[src/rtl/riscv_pkg.sv]
// Shared core types and constants for the RISC-V front end.
package riscv_pkg;

    localparam int XLEN        = 32;
    localparam int INSTR_BYTES = 4;

    typedef enum logic [1:0] {
        RUN       = 2'd0,
        STEP_WAIT = 2'd1,
        HALT      = 2'd2,
        FAULT     = 2'd3
    } fetch_state_t;

endpackage

[src/rtl/sync_edge_detect.sv]
// Two-flop synchronizer for asynchronous inputs, plus a delayed copy for rising-edge detection.
module sync_edge_detect #(
    parameter int W = 1
) (
    input  logic         i_clk,
    input  logic         i_rst,
    input  logic [W-1:0] i_d,
    output logic [W-1:0] o_sync,
    output logic [W-1:0] o_rise
);

    logic [W-1:0] r_s0, r_s1, r_s2;

    always_ff @(posedge i_clk or posedge i_rst) begin
        if (i_rst) begin
            r_s0 <= '0;
            r_s1 <= '0;
            r_s2 <= '0;
        end else begin
            r_s0 <= i_d;
            r_s1 <= r_s0;
            r_s2 <= r_s1;
        end
    end

    assign o_sync = r_s1;
    assign o_rise = r_s1 & ~r_s2;

endmodule

[src/rtl/fetch_unit.sv]
// PC holder and fetch sequencer: free-run / single-step gating, halt and misaligned-target trapping.
module fetch_unit
    import riscv_pkg::*;
#(
    parameter logic [XLEN-1:0] RESET_PC   = 32'h0000_0000,
    parameter int              IMEM_WORDS = 64
) (
    input  logic            i_clk,
    input  logic            i_reset,
    input  logic            i_run_mode,
    input  logic            i_step,
    input  logic            i_redirect,
    input  logic [XLEN-1:0] i_redirect_target,
    input  logic            i_halt_req,
    output logic [XLEN-1:0] o_pc,
    output logic [XLEN-1:0] o_pc_plus4,
    output logic            o_advance,
    output logic [1:0]      o_state,
    output logic            o_fault,
    output logic [XLEN-1:0] o_instr_count
);

    localparam logic [XLEN-1:0] PC_LIMIT = XLEN'(IMEM_WORDS * INSTR_BYTES);

    fetch_state_t    r_state, w_next_state;
    logic [XLEN-1:0] r_pc, r_count, w_next_pc, w_pc_raw;
    logic            r_fault, w_set_fault, w_advance, w_want;
    logic            w_run, w_step_rise, w_run_rise_unused, w_step_sync_unused;

    sync_edge_detect #(.W(1)) u_run_sync (
        .i_clk (i_clk),
        .i_rst (i_reset),
        .i_d   (i_run_mode),
        .o_sync(w_run),
        .o_rise(w_run_rise_unused)
    );

    sync_edge_detect #(.W(1)) u_step_sync (
        .i_clk (i_clk),
        .i_rst (i_reset),
        .i_d   (i_step),
        .o_sync(w_step_sync_unused),
        .o_rise(w_step_rise)
    );

    assign o_pc_plus4 = r_pc + XLEN'(INSTR_BYTES);
    assign w_pc_raw   = i_redirect ? i_redirect_target : o_pc_plus4;
    assign w_next_pc  = (w_pc_raw >= PC_LIMIT) ? RESET_PC : w_pc_raw;

    // RUN gates on the synchronized switch so the cycle that leaves RUN does not commit
    always_comb begin
        w_next_state = r_state;
        w_want       = 1'b0;
        w_advance    = 1'b0;
        w_set_fault  = 1'b0;
        case (r_state)
            RUN: begin
                w_want = w_run;
                if (!w_run) w_next_state = STEP_WAIT;
            end
            STEP_WAIT: begin
                w_want = w_step_rise;
                if (w_run) w_next_state = RUN;
            end
            default: ;
        endcase
        if (w_want) begin
            if (i_halt_req) begin
                w_next_state = HALT;
            end else if (i_redirect && (i_redirect_target[1:0] != 2'b00)) begin
                w_next_state = FAULT;
                w_set_fault  = 1'b1;
            end else begin
                w_advance = 1'b1;
            end
        end
    end

    always_ff @(posedge i_clk or posedge i_reset) begin
        if (i_reset) begin
            r_state <= RUN;
            r_pc    <= RESET_PC;
            r_fault <= 1'b0;
            r_count <= '0;
        end else begin
            r_state <= w_next_state;
            if (w_set_fault) r_fault <= 1'b1;
            if (w_advance) begin
                r_pc    <= w_next_pc;
                r_count <= r_count + 1'b1;
            end
        end
    end

    assign o_pc          = r_pc;
    assign o_advance     = w_advance;
    assign o_state       = r_state;
    assign o_fault       = r_fault;
    assign o_instr_count = r_count;

endmodule
[config.mk]
export PLATFORM = sky130hd
export DESIGN_NAME = fetch_unit
export DESIGN_NICKNAME = d
export VERILOG_FILES = /design/src/rtl/riscv_pkg.sv /design/src/rtl/sync_edge_detect.sv /design/src/rtl/fetch_unit.sv
export SDC_FILE = /design/constraint.sdc
export NUM_CORES = 1
export LEC_CHECK = 0
export ABC_CLOCK_PERIOD_IN_PS = 2800
export CAP_MARGIN = 20
export CORE_MARGIN = 8
export CORE_UTILIZATION = 41
export DETAILED_ROUTE_END_ITERATION = 7
export GPL_ROUTABILITY_DRIVEN = 0
export PLACE_DENSITY = 0.8
export SETUP_SLACK_MARGIN = 0.1
export SLEW_MARGIN = 15
export SYNTH_ARGS = -nofsm -noshare
export SYNTH_HDL_FRONTEND = slang
export SYNTH_SLANG_ARGS = --single-unit
[constraint.sdc]
create_clock -name i_clk -period 2.8 [get_ports i_clk]
set_input_delay 0.28 -clock i_clk [delete_from_list [all_inputs] [get_ports i_clk]]
set_output_delay 0.28 -clock i_clk [all_outputs]
set_load 0.02 [all_outputs]
* Word-level counts from Yosys, hierarchy flattened
Cells that the tools add are included.
** Storage, ports and cells
- Bits in registers :: 72
- Input bits :: 38
- Logic and storage cells :: 33
** Cells by class
- $add $sub $neg :: 2
- Reduce and logical (&&, ||, !) cells :: 3
- Equal/unequal tests :: 1
- Muxes and demuxes :: 15
- Magnitude comparators :: 1
- Bitwise gates (word level) :: 2
** Operators with widths (count)
- 32-bit 2-to-1 mux :: 2
- 32-bit by 1-bit adder with 32-bit output (second input constant) :: 1
- 32-bit by 3-bit adder with 32-bit output (second input constant) :: 1
- 32-bit by 9-bit greater-or-equal comparator with 1-bit output (second input constant) :: 1
- 2-bit 2-to-1 mux :: 5
- 1-bit 2-to-1 mux :: 6
- 2-bit case mux with 2 select lines :: 1
- 2-bit by 1-bit equality test with 1-bit output (second input constant) :: 1
- 2-bit zero test :: 1
- 1-bit case mux with 2 select lines :: 1
- 2-bit nonzero test :: 1
- 1-bit AND :: 1
- 1-bit logical AND :: 1
- 1-bit NOT :: 1

* Longest topological paths before layout
- Depth after elaboration :: 5
- Depth in mapped cells :: 11

* Modules after synthesis
A second synthesis with hierarchy kept.
** Unflattened totals
- Cell total of the unflattened synthesis :: 438
- Area total of the unflattened synthesis :: 4098.9 um^2
** By module, submodules not included
- fetch_unit :: area an instance 3913.8 um^2, instances 1, cells each 428, seq. area each 1676.6 um^2
- sync_edge_detect :: area an instance 92.6 um^2, instances 2, cells each 5, seq. area each 75.1 um^2

* Worst setup path after synthesis
Ideal clock, no wire load.
- Path type :: reg-to-reg
- Start point :: reg r_pc[15] (netlist: o_pc[15])
- End point :: reg r_pc[4] (netlist: o_pc[4])
- Stages on the path, launching flop included :: 11
- Clock period less this slack :: 3.000 ns
- Library setup time :: 0.074 ns
- Path slack :: -0.200 ns
- Arrival :: 2.925 ns
- Cells stage by stage :: dfrtp_1 -> buf_2 -> nand3_1 -> nor4_1 -> and4_1 -> xor2_1 -> a2111o_1 -> o41a_1 -> or2_1 -> buf_6 -> o21ai_2
** Between the ends
- Longest elaborated chain between the ends :: 4
** RTL lines
- from (decl) :: RTL line fetch_unit.sv:26 : logic [XLEN-1:0] r_pc, r_count, w_next_pc, w_pc_raw;
- from (signal assigned) :: RTL line fetch_unit.sv:89 : r_pc <= w_next_pc;
- 32-bit by 3-bit adder with 32-bit output :: RTL line fetch_unit.sv:46 : assign o_pc_plus4 = r_pc + XLEN'(INSTR_BYTES);
- via o_pc_plus4[29] :: RTL line fetch_unit.sv:16 : output logic [XLEN-1:0] o_pc_plus4,
- 32-bit 2-to-1 mux :: RTL line fetch_unit.sv:47 : assign w_pc_raw = i_redirect ? i_redirect_target : o_pc_plus4;
- 32-bit by 9-bit greater-or-equal comparator with 1-bit output :: RTL line fetch_unit.sv:48 : assign w_next_pc = (w_pc_raw >= PC_LIMIT) ? RESET_PC : w_pc_raw;
- 32-bit 2-to-1 mux :: RTL line fetch_unit.sv:48
The timed path passes the listed nets, and every way through them passes these cells.
A chain may end at the register's enable or synchronous reset.

* Worst setup path in the final report
- Start point :: reg r_pc[7] (netlist: o_pc[7])
- End point :: reg r_pc[7] (netlist: o_pc[7])
** Between the ends
- Longest elaborated chain between the ends :: 4
** RTL lines (RTL line)
- 32-bit by 3-bit adder with 32-bit output * :: fetch_unit.sv:46
- 32-bit 2-to-1 mux * :: fetch_unit.sv:47
- 32-bit by 9-bit greater-or-equal comparator with 1-bit output :: fetch_unit.sv:48
- 32-bit 2-to-1 mux * :: fetch_unit.sv:48
Every way passes the cells marked *; elsewhere a longest branch is shown, timed or not.

==> results.ini <==
[floorplan]
floorplan.initialDensity=0.4234
placeableCoreArea_um2=9240
die_height_um=113.7
die_width_um=113.7
pin_count=138
core_rows=35
fp.dieArea_um2=12920

[placed_design]
placed_cells_incl_taps=688
detailedPlacementHpwl_um=9539
place.port_buffers=137

[layout]
layout.cells.non_filler=719
num_antenna_cells=0
sequential_cell_area_um2=1822
area_of_combinational_cells_with_multiple_inputs_um2=2048
syn_to_final_growth_pct=56.16
design.final.nets=625
fillers=732
drive_gt1_frac=0.2051

[status]
status=finished, violations left
violations=negative setup slack

[synthesis]
syn_inst=402
postSynthRegisterBits=72
asyncSetResetFlopFracSynth=1.000
syn-num-nets=442
synth-edff-count=0
synth.lib_cells_used.distinct=52
netlist_area_um2=3913
synth-seq-area-share=0.4605
synthesis_warning_total=0
synth_ff_type=dfrtp_1
syn_area_cell_um2=9.733

[route]
routed_wire_length_per_instance_um=18.09
drtPass1Iterations=5
num_vias=3793
avgViaCountPerCell=5.275
drt_iter0_markers=228
wl_um=13010
remaining_number_of_nets_flagged_by_the_antenna_check_after_routing=0
route.detailed.drc=0

[worst_setup_path]
required_ns=3.07
worst_setup_path_startpoint=o_pc[7]$_DFFE_PP0P_
worstReg2RegStart=o_pc[7]$_DFFE_PP0P_
worst-setup-path-type=flip-flop to flip-flop
worst_setup_path_start_kind=flip-flop
worst-path-max-fanout=5
critPathCaptureType=flip-flop
timing.critical_path.arrival_ns=3.10

[clocking]
cts.sinks=72
tritoncts=done
clockBufferDepth=2
cts.reportedPaths.clkPinSlew_ns=0.08
holdBufCountCts=0
cts_made_buffers=9
clock_insertion_delay_worst_skew_ns=0.35
h-tree-depth=3
root_buffer=clkbuf_8

[timing]
maxSlewHeadroom=0.4812
final_setup_violations=1
unrepaired_setup_endpoints_after_global_routing=true
worst_pin_slew_ns=0.7771
timing.hold.ws_ns=0.3520
hold_viol_final=0
maxClockFrequency_ghz=0.3545
final_worst_path_period_need_ns=2.821
timing.final.max_slew_violations=0
layout_setup_ws_ns=-0.02116
worst_setup_skew_after_layout_ns=0.007397
post-route-period-util=1.008

[min_path]
worst_hold_path_type=flip-flop to flip-flop
min-delay-start=u_run_sync.r_s0$_DFF_PP0_

[global_route]
grt_antenna_before_repair=0
overflow=0
pin_count_of_the_biggest_net_entering_global_routing=39
grt_first_pass_wirelength_um=20170
grt_pass1_vias=3885
grt_use_total=0.1947

[run]
max_cap_violations=0

[pwr]
vdd.ir_drop.worst_uv=317.4
power_per_cell_area_nw_per_um2=368.3
leakage_nw=2.792

cells in the final DEF (no fill, tap or decap), drive strengths merged, types with 3 or more instances in the layout:
cell           synthesis  layout
clkdlybuf4s50          0     119
dfrtp                 72      72
buf                   11      53
nand2                 46      46
xnor2                 35      35
nor2                  24      24
and2                  23      23
nand3                 20      20
xor2                  18      18
nand4                 18      18
inv                   14      14
nor3                  14      14
and3                  12      12
o21ai                 12      12
nor4                  11      11
clkbuf                 6       9
a21oi                  9       9
dlygate4sd2            0       8
dlymetal6s2s           0       7
or2                    5       5
nand2b                 4       4
nand3b                 4       4
o31a                   4       4
or4                    4       4
and4                   4       4
clkinv                 1       4
o21a                   3       3
bufinv                 0       3
a22oi                  3       3
per-layer routing:
layer  vias up  wire length [um]  part of all wire  global-route usage
li1       1768                 -                 -                   -
met1      1818              5224              0.40              0.2264
met2       184              6267              0.48              0.3254
met3        23              1280             0.098             0.07607
met4         0               236             0.018             0.05417
met5         -                 0                 0                   0
final cells by class:
type,instances,area share
sequential,72,0.2982
tap,129,0.02642
multi-input combinational,298,0.3352
timing repair buffer,189,0.2910
clock inverter,7,0.01966
clock buffer,9,0.02027
inverter,15,0.009216
worst max-delay path: stages, from the launching register on:
cell,delay (ns)
dfrtp_2,0.45
and4_4,0.26
a31oi_2,0.08
or4_1,0.51
or4_1,0.49
a22oi_2,0.17
o2111ai_2,0.19
buf_4,0.20
o41a_1,0.33
o21ai_2,0.07
cell usage after synthesis, types with 5 or more instances:
library cell | count | area (um2)
a21oi_1 | 9 | 45.04
and2_1 | 23 | 143.9
and3_1 | 12 | 75.07
buf_4 | 8 | 60.06
clkbuf_1 | 6 | 22.52
dfrtp_1 | 72 | 1802
inv_1 | 14 | 52.55
nand2_1 | 46 | 172.7
nand3_1 | 19 | 95.09
nand4_1 | 17 | 106.4
nor2_1 | 24 | 90.09
nor3_1 | 14 | 70.07
nor4_1 | 8 | 50.05
o21ai_0 | 5 | 25.02
o21ai_2 | 7 | 61.31
xnor2_1 | 35 | 306.5
xor2_1 | 18 | 157.7
flip-flops by register name, indices dropped and copies added (netlist names):
| name | flops |
|---|---|
| o_state | 2 |
| u_step_sync.o_sync | 1 |
| u_run_sync.o_sync | 1 |
| u_step_sync.r_s0 | 1 |
| o_pc | 32 |
| u_step_sync.r_s2 | 1 |
| o_fault | 1 |
| u_run_sync.r_s0 | 1 |
| o_instr_count | 32 |
per-stage QoR:
| step | total power [mW] | worst slack [ns] | area, um2 | util | TNS, ns |
|---|---|---|---|---|---|
| floorplan | 1.149 | 0.09865 | 3974 | - | 0 |
| global placement | 1.255 | 0.001476 | 5673 | 0.6139 | 0 |
| detailed placement | 1.260 | -0.06884 | 5673 | 0.6139 | -0.4518 |
| finish | 2.250 | -0.02116 | 6110 | 0.6612 | -0.02116 |
| CTS | 2.263 | -0.00007394 | 6011 | 0.6505 | -0.00007394 |
| global route | 2.325 | -0.07278 | 6110 | 0.6612 | -0.1108 |
path summary, 6_finish.rpt:
check	endpoint	slack [ns]	depth (start not counted)
worst max-delay path	o_pc[7]$_DFFE_PP0P_	-0.02	9
worst min-delay path	u_run_sync.o_sync$_DFF_PP0_	0.35	0
worst max register to register	o_pc[7]$_DFFE_PP0P_	-0.02	9
worst min register to register	u_run_sync.o_sync$_DFF_PP0_	0.35	0
max in group asynchronous	o_instr_count[17]$_DFFE_PP0P_	1.75	3
min in group asynchronous	u_step_sync.o_sync$_DFF_PP0_	0.39	2
power breakdown:
| part | internal (mW) | total (mW) | switching, mW |
|---|---|---|---|
| clock | 0.593 | 1.01 | 0.417 |
| sequential | 1.05 | 1.06 | 0.0120 |
| combinational | 0.0920 | 0.179 | 0.0865 |
| total | 1.74 | 2.25 | 0.515 |
what timing repair did:
item / 4_1_cts / 5_1_grt
setup endpoints to repair: 24 / 20
gates resized for setup: 20 / 21
pin swaps: 18 / 7
hold endpoints to repair: 0 / 0
setup buffers: 13 / 2
cell families (layout without fill, tap and decap cells):
group / after synthesis / in the layout / share of synthesized area
AO/OA/AOI/OAI: 43 / 43 / 0.08570
XOR/XNOR: 53 / 53 / 0.1186
adder cells (fa/ha/maj): 2 / 2 / 0.006395
buffers and inverters: 32 / 220 / 0.04093
flip-flops: 72 / 72 / 0.4605
multiplexers: 2 / 2 / 0.005117
AND/OR/NAND/NOR: 198 / 198 / 0.2827
(Power assumes the default switching activity.)
